===== src/rtl/ip_pkg.sv =====
// Shared definitions for the IPv4 receive path: FSM states, header constants
// and the 16-bit ones'-complement adder used by the header checksum.
package ip_pkg;

  typedef enum logic [3:0] {
    StIdle,
    StHdr2,
    StHdr3,
    StHdr4,
    StHdr5,
    StOptions,
    StCheck,
    StPayload,
    StDrop,
    StDone
  } ip_state_e;

  localparam logic [3:0]  IPV4_VERSION = 4'd4;
  localparam logic [3:0]  IP_MIN_IHL   = 4'd5;
  localparam logic [15:0] IP_HDR_BYTES = 16'd20;
  localparam logic [7:0]  PROTO_UDP    = 8'd17;
  localparam logic [7:0]  PROTO_TCP    = 8'd6;

  // 16-bit ones'-complement add with end-around carry. A second carry cannot
  // occur: the largest raw sum is 17'h1FFFE, which folds to 16'hFFFF.
  function automatic logic [15:0] one_complement_add(input logic [15:0] a,
                                                     input logic [15:0] b);
    logic [16:0] s;
    s = {1'b0, a} + {1'b0, b};
    return s[15:0] + {15'd0, s[16]};
  endfunction

  // Byte-keep mask for the final payload word; byte 0 sits in [31:24].
  function automatic logic [3:0] keep_mask(input logic [2:0] nbytes);
    logic [3:0] m;
    case (nbytes)
      3'd1:    m = 4'b1000;
      3'd2:    m = 4'b1100;
      3'd3:    m = 4'b1110;
      default: m = 4'b1111;
    endcase
    return m;
  endfunction

endpackage


===== src/rtl/ip_csum_acc.sv =====
// Ones'-complement checksum accumulator over 32-bit words. Each accumulated
// word contributes its upper and lower halfwords. clear_i restarts the sum;
// clear_i together with acc_en_i starts a new sum with the current word.
module ip_csum_acc
  import ip_pkg::*;
(
  input  logic        clk,
  input  logic        reset,
  input  logic        clear_i,
  input  logic        acc_en_i,
  input  logic [31:0] word_i,
  output logic [15:0] sum_o
);

  logic [15:0] sum_q, sum_d;
  logic [15:0] base;

  // Next sum: optionally restart from zero, then fold in both halfwords.
  always_comb begin
    base  = clear_i ? 16'h0000 : sum_q;
    sum_d = base;
    if (acc_en_i) begin
      sum_d = one_complement_add(one_complement_add(base, word_i[31:16]), word_i[15:0]);
    end
  end

  // Accumulator register.
  always_ff @(posedge clk) begin
    if (reset) begin
      sum_q <= 16'h0000;
    end else begin
      sum_q <= sum_d;
    end
  end

  assign sum_o = sum_q;

endmodule


===== src/rtl/ip_rx_decoder.sv =====
// IPv4 receive decoder: captures header fields from a 32-bit big-endian word
// stream, validates checksum and sanity fields, then forwards the payload with
// a byte-keep mask on the last word, or silently drops it for a bad header.
module ip_rx_decoder
  import ip_pkg::*;
#(
  parameter int unsigned MAX_HDR_WORDS = 15
) (
  input  logic        clk,
  input  logic        reset,
  input  logic [31:0] pkt_data,
  input  logic        pkt_valid,
  output logic [3:0]  version,
  output logic [3:0]  ihl,
  output logic [7:0]  type_of_ser,
  output logic [15:0] total_len,
  output logic [15:0] identification,
  output logic [2:0]  flag,
  output logic [12:0] frag_offset,
  output logic [7:0]  time_to_live,
  output logic [7:0]  protocol,
  output logic [31:0] src_ip,
  output logic [31:0] dest_ip,
  output logic [15:0] payload_len,
  output logic        hdr_valid,
  output logic        hdr_err,
  output logic [31:0] payload_data,
  output logic        payload_valid,
  output logic [3:0]  payload_keep,
  output logic        payload_last,
  output logic        fin
);

  ip_state_e   state_q, state_d;
  logic [3:0]  version_q, version_d;
  logic [3:0]  ihl_q, ihl_d;
  logic [7:0]  tos_q, tos_d;
  logic [15:0] total_len_q, total_len_d;
  logic [15:0] ident_q, ident_d;
  logic [2:0]  flag_q, flag_d;
  logic [12:0] frag_q, frag_d;
  logic [7:0]  ttl_q, ttl_d;
  logic [7:0]  proto_q, proto_d;
  logic [31:0] src_q, src_d;
  logic [31:0] dst_q, dst_d;
  logic [3:0]  opt_left_q, opt_left_d;
  logic [15:0] bytes_left_q, bytes_left_d;
  logic [31:0] payload_data_q, payload_data_d;
  logic        payload_valid_q, payload_valid_d;
  logic [3:0]  payload_keep_q, payload_keep_d;
  logic        payload_last_q, payload_last_d;

  logic        csum_clear, csum_acc;
  logic [15:0] csum_sum;

  ip_csum_acc u_csum (
    .clk      (clk),
    .reset    (reset),
    .clear_i  (csum_clear),
    .acc_en_i (csum_acc),
    .word_i   (pkt_data),
    .sum_o    (csum_sum)
  );

  logic [15:0] hdr_bytes;
  logic [15:0] rem_len;
  logic        len_ok, ihl_short, ihl_ok, hdr_good;

  // Header verdict, evaluated from the registered fields while in CHECK.
  always_comb begin
    hdr_bytes = {10'd0, ihl_q, 2'b00};
    rem_len   = total_len_q - hdr_bytes;
    len_ok    = (total_len_q >= hdr_bytes);
    ihl_short = (ihl_q < IP_MIN_IHL);
    ihl_ok    = !ihl_short && ({28'd0, ihl_q} <= MAX_HDR_WORDS);
    hdr_good  = (csum_sum == 16'hFFFF) && (version_q == IPV4_VERSION) && ihl_ok && len_ok;
  end

  logic        take_pl, take_drop;
  logic [15:0] bl;

  // Next-state, field capture and payload forwarding.
  always_comb begin
    state_d         = state_q;
    version_d       = version_q;
    ihl_d           = ihl_q;
    tos_d           = tos_q;
    total_len_d     = total_len_q;
    ident_d         = ident_q;
    flag_d          = flag_q;
    frag_d          = frag_q;
    ttl_d           = ttl_q;
    proto_d         = proto_q;
    src_d           = src_q;
    dst_d           = dst_q;
    opt_left_d      = opt_left_q;
    bytes_left_d    = bytes_left_q;
    payload_data_d  = payload_data_q;
    payload_valid_d = 1'b0;
    payload_keep_d  = 4'b0000;
    payload_last_d  = 1'b0;
    csum_clear      = 1'b0;
    csum_acc        = 1'b0;
    take_pl         = 1'b0;
    take_drop       = 1'b0;
    bl              = bytes_left_q;

    unique case (state_q)
      StIdle: begin
        csum_clear = 1'b1;
        if (pkt_valid) begin
          csum_acc    = 1'b1;
          version_d   = pkt_data[31:28];
          ihl_d       = pkt_data[27:24];
          tos_d       = pkt_data[23:16];
          total_len_d = pkt_data[15:0];
          state_d     = StHdr2;
        end
      end
      StHdr2: begin
        if (pkt_valid) begin
          csum_acc = 1'b1;
          ident_d  = pkt_data[31:16];
          flag_d   = pkt_data[15:13];
          frag_d   = pkt_data[12:0];
          state_d  = StHdr3;
        end
      end
      StHdr3: begin
        // The checksum halfword is summed but never stored.
        if (pkt_valid) begin
          csum_acc = 1'b1;
          ttl_d    = pkt_data[31:24];
          proto_d  = pkt_data[23:16];
          state_d  = StHdr4;
        end
      end
      StHdr4: begin
        if (pkt_valid) begin
          csum_acc = 1'b1;
          src_d    = pkt_data;
          state_d  = StHdr5;
        end
      end
      StHdr5: begin
        if (pkt_valid) begin
          csum_acc = 1'b1;
          dst_d    = pkt_data;
          if (ihl_q > IP_MIN_IHL) begin
            opt_left_d = ihl_q - IP_MIN_IHL;
            state_d    = StOptions;
          end else begin
            state_d = StCheck;
          end
        end
      end
      StOptions: begin
        if (pkt_valid) begin
          csum_acc = 1'b1;
          if (opt_left_q == 4'd1) begin
            opt_left_d = 4'd0;
            state_d    = StCheck;
          end else begin
            opt_left_d = opt_left_q - 4'd1;
          end
        end
      end
      StCheck: begin
        // No input is waited for here, but a word that lands in this cycle
        // already belongs to the payload, so it is handled as such rather
        // than lost when the source streams back-to-back.
        if (hdr_good) begin
          if (rem_len == 16'd0) begin
            state_d = StDone;
          end else begin
            bl           = rem_len;
            bytes_left_d = rem_len;
            take_pl      = pkt_valid;
            state_d      = StPayload;
          end
        end else if (!len_ok || ihl_short || (rem_len == 16'd0)) begin
          state_d = StDone;
        end else begin
          bl           = rem_len;
          bytes_left_d = rem_len;
          take_drop    = pkt_valid;
          state_d      = StDrop;
        end
      end
      StPayload: take_pl   = pkt_valid;
      StDrop:    take_drop = pkt_valid;
      StDone:    state_d   = StIdle;
      default:   state_d   = StIdle;
    endcase

    if (take_pl) begin
      payload_data_d  = pkt_data;
      payload_valid_d = 1'b1;
      if (bl <= 16'd4) begin
        payload_last_d = 1'b1;
        payload_keep_d = keep_mask(bl[2:0]);
        bytes_left_d   = 16'd0;
        state_d        = StDone;
      end else begin
        payload_keep_d = 4'b1111;
        bytes_left_d   = bl - 16'd4;
      end
    end

    if (take_drop) begin
      if (bl <= 16'd4) begin
        bytes_left_d = 16'd0;
        state_d      = StDone;
      end else begin
        bytes_left_d = bl - 16'd4;
      end
    end
  end

  // State and output registers; reset aborts any packet in flight.
  always_ff @(posedge clk) begin
    if (reset) begin
      state_q         <= StIdle;
      version_q       <= '0;
      ihl_q           <= '0;
      tos_q           <= '0;
      total_len_q     <= '0;
      ident_q         <= '0;
      flag_q          <= '0;
      frag_q          <= '0;
      ttl_q           <= '0;
      proto_q         <= '0;
      src_q           <= '0;
      dst_q           <= '0;
      opt_left_q      <= '0;
      bytes_left_q    <= '0;
      payload_data_q  <= '0;
      payload_valid_q <= 1'b0;
      payload_keep_q  <= '0;
      payload_last_q  <= 1'b0;
    end else begin
      state_q         <= state_d;
      version_q       <= version_d;
      ihl_q           <= ihl_d;
      tos_q           <= tos_d;
      total_len_q     <= total_len_d;
      ident_q         <= ident_d;
      flag_q          <= flag_d;
      frag_q          <= frag_d;
      ttl_q           <= ttl_d;
      proto_q         <= proto_d;
      src_q           <= src_d;
      dst_q           <= dst_d;
      opt_left_q      <= opt_left_d;
      bytes_left_q    <= bytes_left_d;
      payload_data_q  <= payload_data_d;
      payload_valid_q <= payload_valid_d;
      payload_keep_q  <= payload_keep_d;
      payload_last_q  <= payload_last_d;
    end
  end

  assign version        = version_q;
  assign ihl            = ihl_q;
  assign type_of_ser    = tos_q;
  assign total_len      = total_len_q;
  assign identification = ident_q;
  assign flag           = flag_q;
  assign frag_offset    = frag_q;
  assign time_to_live   = ttl_q;
  assign protocol       = proto_q;
  assign src_ip         = src_q;
  assign dest_ip        = dst_q;
  assign payload_len    = rem_len;
  assign hdr_valid      = (state_q == StCheck) && hdr_good;
  assign hdr_err        = (state_q == StCheck) && !hdr_good;
  assign fin            = (state_q == StDone);
  assign payload_data   = payload_data_q;
  assign payload_valid  = payload_valid_q;
  assign payload_keep   = payload_keep_q;
  assign payload_last   = payload_last_q;

endmodule


===== config.mk =====
export PLATFORM = sky130hd
export DESIGN_NAME = ip_rx_decoder
export DESIGN_NICKNAME = d
export VERILOG_FILES = /design/src/rtl/ip_pkg.sv /design/src/rtl/ip_csum_acc.sv /design/src/rtl/ip_rx_decoder.sv
export SDC_FILE = /design/constraint.sdc
export NUM_CORES = 1
export LEC_CHECK = 0
export CAP_MARGIN = 20
export CORE_MARGIN = 2
export CORE_UTILIZATION = 55
export DETAILED_ROUTE_END_ITERATION = 10
export GPL_TIMING_DRIVEN = 0
export PLACE_DENSITY = 0.95
export SYNTH_ARGS = -nofsm -noshare
export SYNTH_HDL_FRONTEND = slang
export SYNTH_HIERARCHICAL = 1
export SYNTH_SLANG_ARGS = --single-unit

===== constraint.sdc =====
create_clock -name clk -period 17.8 [get_ports clk]
set_input_delay 3.56 -clock clk [delete_from_list [all_inputs] [get_ports clk]]
set_output_delay 3.56 -clock clk [all_outputs]
set_load 0.01 [all_outputs]

Word-level counts from Yosys, hierarchy flattened
Cells that the tools add are included.

storage, ports and cells
  memory bits (read-only) = 0
  memories kept = 0
  memory bits (writable) = 0
  flip-flop bits (word level) = 222
  latch bits = 0
  logic and storage cells = 115
  output and inout bits = 201
  input port bits = 35

cells by class
  multiplexer cells = 43
  $lt $le $gt $ge = 4
  shift operators = 0
  equality and inequality tests = 18
  reduce and logical (&&, ||, !) cells = 22
  add/subtract/negate cells = 8
  divide/modulo/power cells = 0
  multiply operators = 0
  bitwise logic cells = 1

operators with widths
  operator                 number
  $mux W16                 9
  $mux W4                  18
  $add A16 B16 Y17         2
  $add A16 B1 Y16          2
  $pmux W4 S8              1
  $eq A4 B3 Y1 const B     5
  $eq A16 B16 Y1 const B   1
  $ge A16 B6 Y1            1
  $le A16 B3 Y1 const B    1
  $logic_not A16 Y1        1
  $sub A16 B3 Y16 const B  1
  $sub A16 B6 Y16          1
  $mux W1                  10
  $reduce_and A2 Y1        5
  $pmux W3 S3              1
  $eq A4 B1 Y1 const B     2
  $eq A4 B2 Y1 const B     2
  $eq A4 B4 Y1 const B     2
  $pmux W4 S2              1
  $eq A3 B2 Y1 const B     2
  $ne A2 B2 Y1 const B     3
  $reduce_or A6 Y1         1
  $logic_and A1 B1 Y1      5
  $gt A4 B3 Y1 const B     1
  13 further kinds         18

Logic depth before layout (Yosys ltp)
  depth in word-level cells = 12
  mapped depth = 36
  depth with buffers taken out = 34

Cells and area by module
The synthesis kept the hierarchy.

modules (own cells, without submodules)
  module         instances  area an instance (um^2)  cells an instance  seq. area each (um^2)
  ip_rx_decoder  1          8518.2                   1088               4124.0
  ip_csum_acc    1          2723.9                   338                320.3

Worst setup path after synthesis
Ideal clock, no wire load.

  path type = input-to-reg
  start = input port pkt_data[16]
  end = register u_csum.sum_q[14] (netlist: u_csum/sum_o[14])
  path slack = 8828 ps
  buffers on the path = 0
  required time = 17721 ps
  cell stages on the path = 31
  setup time = 79 ps
  arrival = 8893 ps
  cell sequence = ha_1 inv_1 fa_1 and2b_1 o2111ai_2 o211ai_2 a21oi_1 o2bb2ai_1 o21ai_0 a21o_1 ha_1 nor2b_1 nor2b_1 and2_1 and3_1 and4_1 nor2b_1 xnor2_1 ha_1 or2_2 a21oi_1 a31oi_1 a21o_1 a21o_1 ha_1 ha_1 nand2_1 nor4_4 nor3b_2 xnor2_1 a211oi_2

between the ends
  word-level cells in the longest chain between the ends = 5

ends and longest elaborated chain
  what                    line                 text
  start: declaration      ip_rx_decoder.sv:11  input logic [31:0] pkt_data,
  $add A16 B16 Y17        ip_pkg.sv:29         s = {1'b0, a} + {1'b0, b};
  $add A16 B1 Y16         ip_pkg.sv:30         return s[15:0] + {15'd0, s[16]};
  $add A16 B16 Y17        ip_pkg.sv:29
  $add A16 B1 Y16         ip_pkg.sv:30
  $mux W16                ip_csum_acc.sv:22    if (acc_en_i) begin
  end signal: assignment  ip_csum_acc.sv:32    sum_q <= sum_d;
  end: declaration        ip_csum_acc.sv:15    logic [15:0] sum_q, sum_d;

Every way passes these cells.
A chain may end at the register's enable or synchronous reset.

Worst setup path after layout
  start = input port pkt_data[16]
  end = register u_csum.sum_q[12] (netlist: u_csum/sum_o[12])

Same word-level chain as after synthesis.

==> flow_summary.yaml <==
sta:
  fin_ws_ps: 7310
  skew_ps: 13.2
  fmax_mhz: 95.3
  final_hold_viol_count: 0
  relSlewSlack_pct: 42.3
  rsz0062_at_grt: "no"
  slew_viol_final: 0
  post-route-period-util_pct: 58.9
  min_period_ps: 10490
  fin_setup_tns_ps: 0
  max_slew.worst_pin.slew_ps: 863
  setup_violations: 0
setup_path:
  cp_num_buf_inv: 2
  criticalPathCategory: "in2reg"
  crit_arrival_ps: 10910
  path_depth: 31
  crit_top_cell: "ha_1"
  cp-start-kind: "primary input"
  cp_max_fo: 7
  cp_top_family: "simple AND/OR/NAND/NOR gates"
  crit_path_end_kind: "register"
  slowest_delay_ps: 770
  slowest_stage: "clkdlybuf4s50_1"
  required_ps: 18220
  ff2ff_path_depth: 36
logic_synthesis:
  synth-seq-area-share_pct: 39.5
  ys_ff_latch: 222
  synth_edf_count: 0
  synth.area.top_cells: "dfxtp_1 40%, nand2_1 13%, a21oi_1 9.3%"
  synth_top_area_share_pct: 39.5
  yosys_warnings: 6
  ys_types: 86
  async_reset_ff_share_pct: 0
  yosysTopAreaCell: "dfxtp_1"
  ys_dominant_reg_cell: "dfxtp_1"
  syn_inst: 1426
  synth.most_common_cell: "nand2_1"
  synthTopCellsByCount: "393 x nand2_1, 222 x dfxtp_1, 210 x a21oi_1"
  synth_nets: 1510
  avgSynthCellArea_um2: 7.88
  synth.cell_area_um2: 11200
floorplan:
  ios: 236
  die_w_um: 147
  die_area_um2: 21600
  initial_core_util_pct: 55.7
  rows: 52
  dieHeight_um: 147
  core-area_um2: 20200
clock_network:
  ctsHoldBuffers: 0
  cts.clk_slew.worst_paths_ps: 60
  cts_made_buffers: 24
  clock_latency_ps: 530
  root_buffer: "clkbuf_16"
  postCtsSetupBuffers: 0
  cts_resized: 0
  cts_tree: "yes"
  cts_buffer_depth: 3
  clock_sinks: 222
  cts_max_level: 1
detailed_routing:
  wirelength_mm: 40.8
  via_count: 12200
  drt_iter0_markers: 1285
  drt-pass1-iter-count: 6
  routedWlPerCell_um: 20.6
  antenna_left: 0
  via_per_inst: 6.20
  drc: 0
final_layout:
  drive_above_1_share_pct: 5.92
  n_antenna_cell: 0
  n_fill_cell: 1377
  syn_to_final_growth_pct: 31.2
  fin_nets: 1772
power_and_ir_drop:
  leakage_nw: 5.36
  powerDensity_nw_per_um2: 94.7
  p_total_mw: 1.40
  ir_drop_mv: 0.0711
placed_design:
  dp_slack_ps: 7030
  dpl.hpwl_mm: 28.8
  io_buffers: 235
  globalplace.congestion: 1.01
global_route:
  grt_pass1_vias: 11700
  grt_max_degree: 15
  antenna_found_initial: 0
  gr-total-overflow: 0
  grt_use_total_pct: 36.2
  grt_pass1_wl_mm: 62.0
min_path:
  hold-path-cell-count: 2
  min_path_type: "reg2reg"
job:
  drv_cap: 0
outcome:
  status: "completed"
cells in the final DEF, fill, tap and decap left out, types with 8 or more instances in the layout:
cell type | synthesis | layout
nor2_1 | 70 | 70
inv_1 | 31 | 31
a22oi_1 | 11 | 11
clkbuf_1 | 66 | 70
nand4_1 | 13 | 13
xnor2_1 | 37 | 37
o21ai_0 | 19 | 19
nand2_1 | 393 | 393
nor2b_1 | 27 | 27
xor2_1 | 37 | 37
a21o_1 | 15 | 15
a211oi_1 | 14 | 14
dfxtp_1 | 222 | 222
ha_1 | 46 | 46
nand2b_1 | 8 | 8
clkbuf_16 | 0 | 25
nor2_2 | 10 | 10
mux2i_1 | 9 | 9
clkdlybuf4s50_1 | 0 | 235
nand3_1 | 23 | 23
a21oi_1 | 210 | 210
nor3_1 | 16 | 16
power by group:
| group | switching (mW) | internal, mW |
|---|---|---|
| clock network | 0.211 | 0.301 |
| registers | 0.0157 | 0.514 |
| logic | 0.216 | 0.140 |
| total | 0.442 | 0.954 |
metal layers:
| metal | vias to the layer above | global-route usage (%) | wire, um |
|---|---|---|---|
| li1 | 5394 | - | - |
| met5 | - | 0 | 0 |
| met3 | 268 | 7.14 | 4420 |
| met2 | 918 | 59.8 | 18900 |
| met1 | 5658 | 41.8 | 13900 |
| met4 | 0 | 26.7 | 3590 |
state kept, by name (all words and copies together), names as in the netlist, 13 cells and up:
signal          flops
u_csum/sum_o       16
dest_ip            32
src_ip             32
identification     16
total_len          16
payload_data       32
frag_offset        13
bytes_left_q       16
cell families after synthesis:
| kind of cell | Yosys count | share of synthesized area, % |
|---|---|---|
| buffers and inverters | 108 | 3.98 |
| flip-flops | 222 | 39.5 |
| multiplexers | 12 | 1.20 |
| AND/OR/NAND/NOR | 612 | 24.5 |
| AO/OA/AOI/OAI | 347 | 19.1 |
| adder cells (fa/ha/maj) | 49 | 5.65 |
| XOR/XNOR | 76 | 6.05 |
final timing paths:
check | startpoint | endpoint | slack [ps]
worst max-delay path | pkt_data[16] | u_csum/sum_o[12] | 7310
worst min-delay path | src_ip[5] | src_ip[5] | 450
worst max register to register | state_q[1] | u_csum/sum_o[12] | 9360
worst min register to register | src_ip[5] | src_ip[5] | 450
per-stage QoR:
| step | std cells | cell area, um^2 | utilization [%] | hold WS [ps] |
|---|---|---|---|---|
| 2_1_floorplan | 1426 | 11200 | - | 479 |
| 3_3_place_gp | 1931 | 13900 | 69.1 | 442 |
| 5_1_grt | 1975 | 14700 | 73.1 | 472 |
| 3_5_place_dp | 1932 | 13900 | 69.1 | 446 |
| 4_1_cts | 1975 | 14700 | 73.1 | 454 |
| 6_report | 1975 | 14700 | 73.1 | 454 |
area by class of cell:
type | count | area [um^2] | area share [%]
Sequential cell | 222 | 4440 | 30.1
Clock buffer | 36 | 737 | 5.00
Multi-Input combinational cell | 1096 | 6350 | 43.1
Clock inverter | 7 | 70.1 | 0.475
Timing Repair Buffer | 236 | 2360 | 16.0
Buffer | 77 | 332 | 2.25
Inverter | 31 | 116 | 0.789
Tap cell | 270 | 338 | 2.29
tightest hold or removal path: stages (launching register included):
cell     delay, ps
dfxtp_1        310
nand2_1         50
a21oi_1         50
Note: power is estimated with default switching activity, not from simulation.
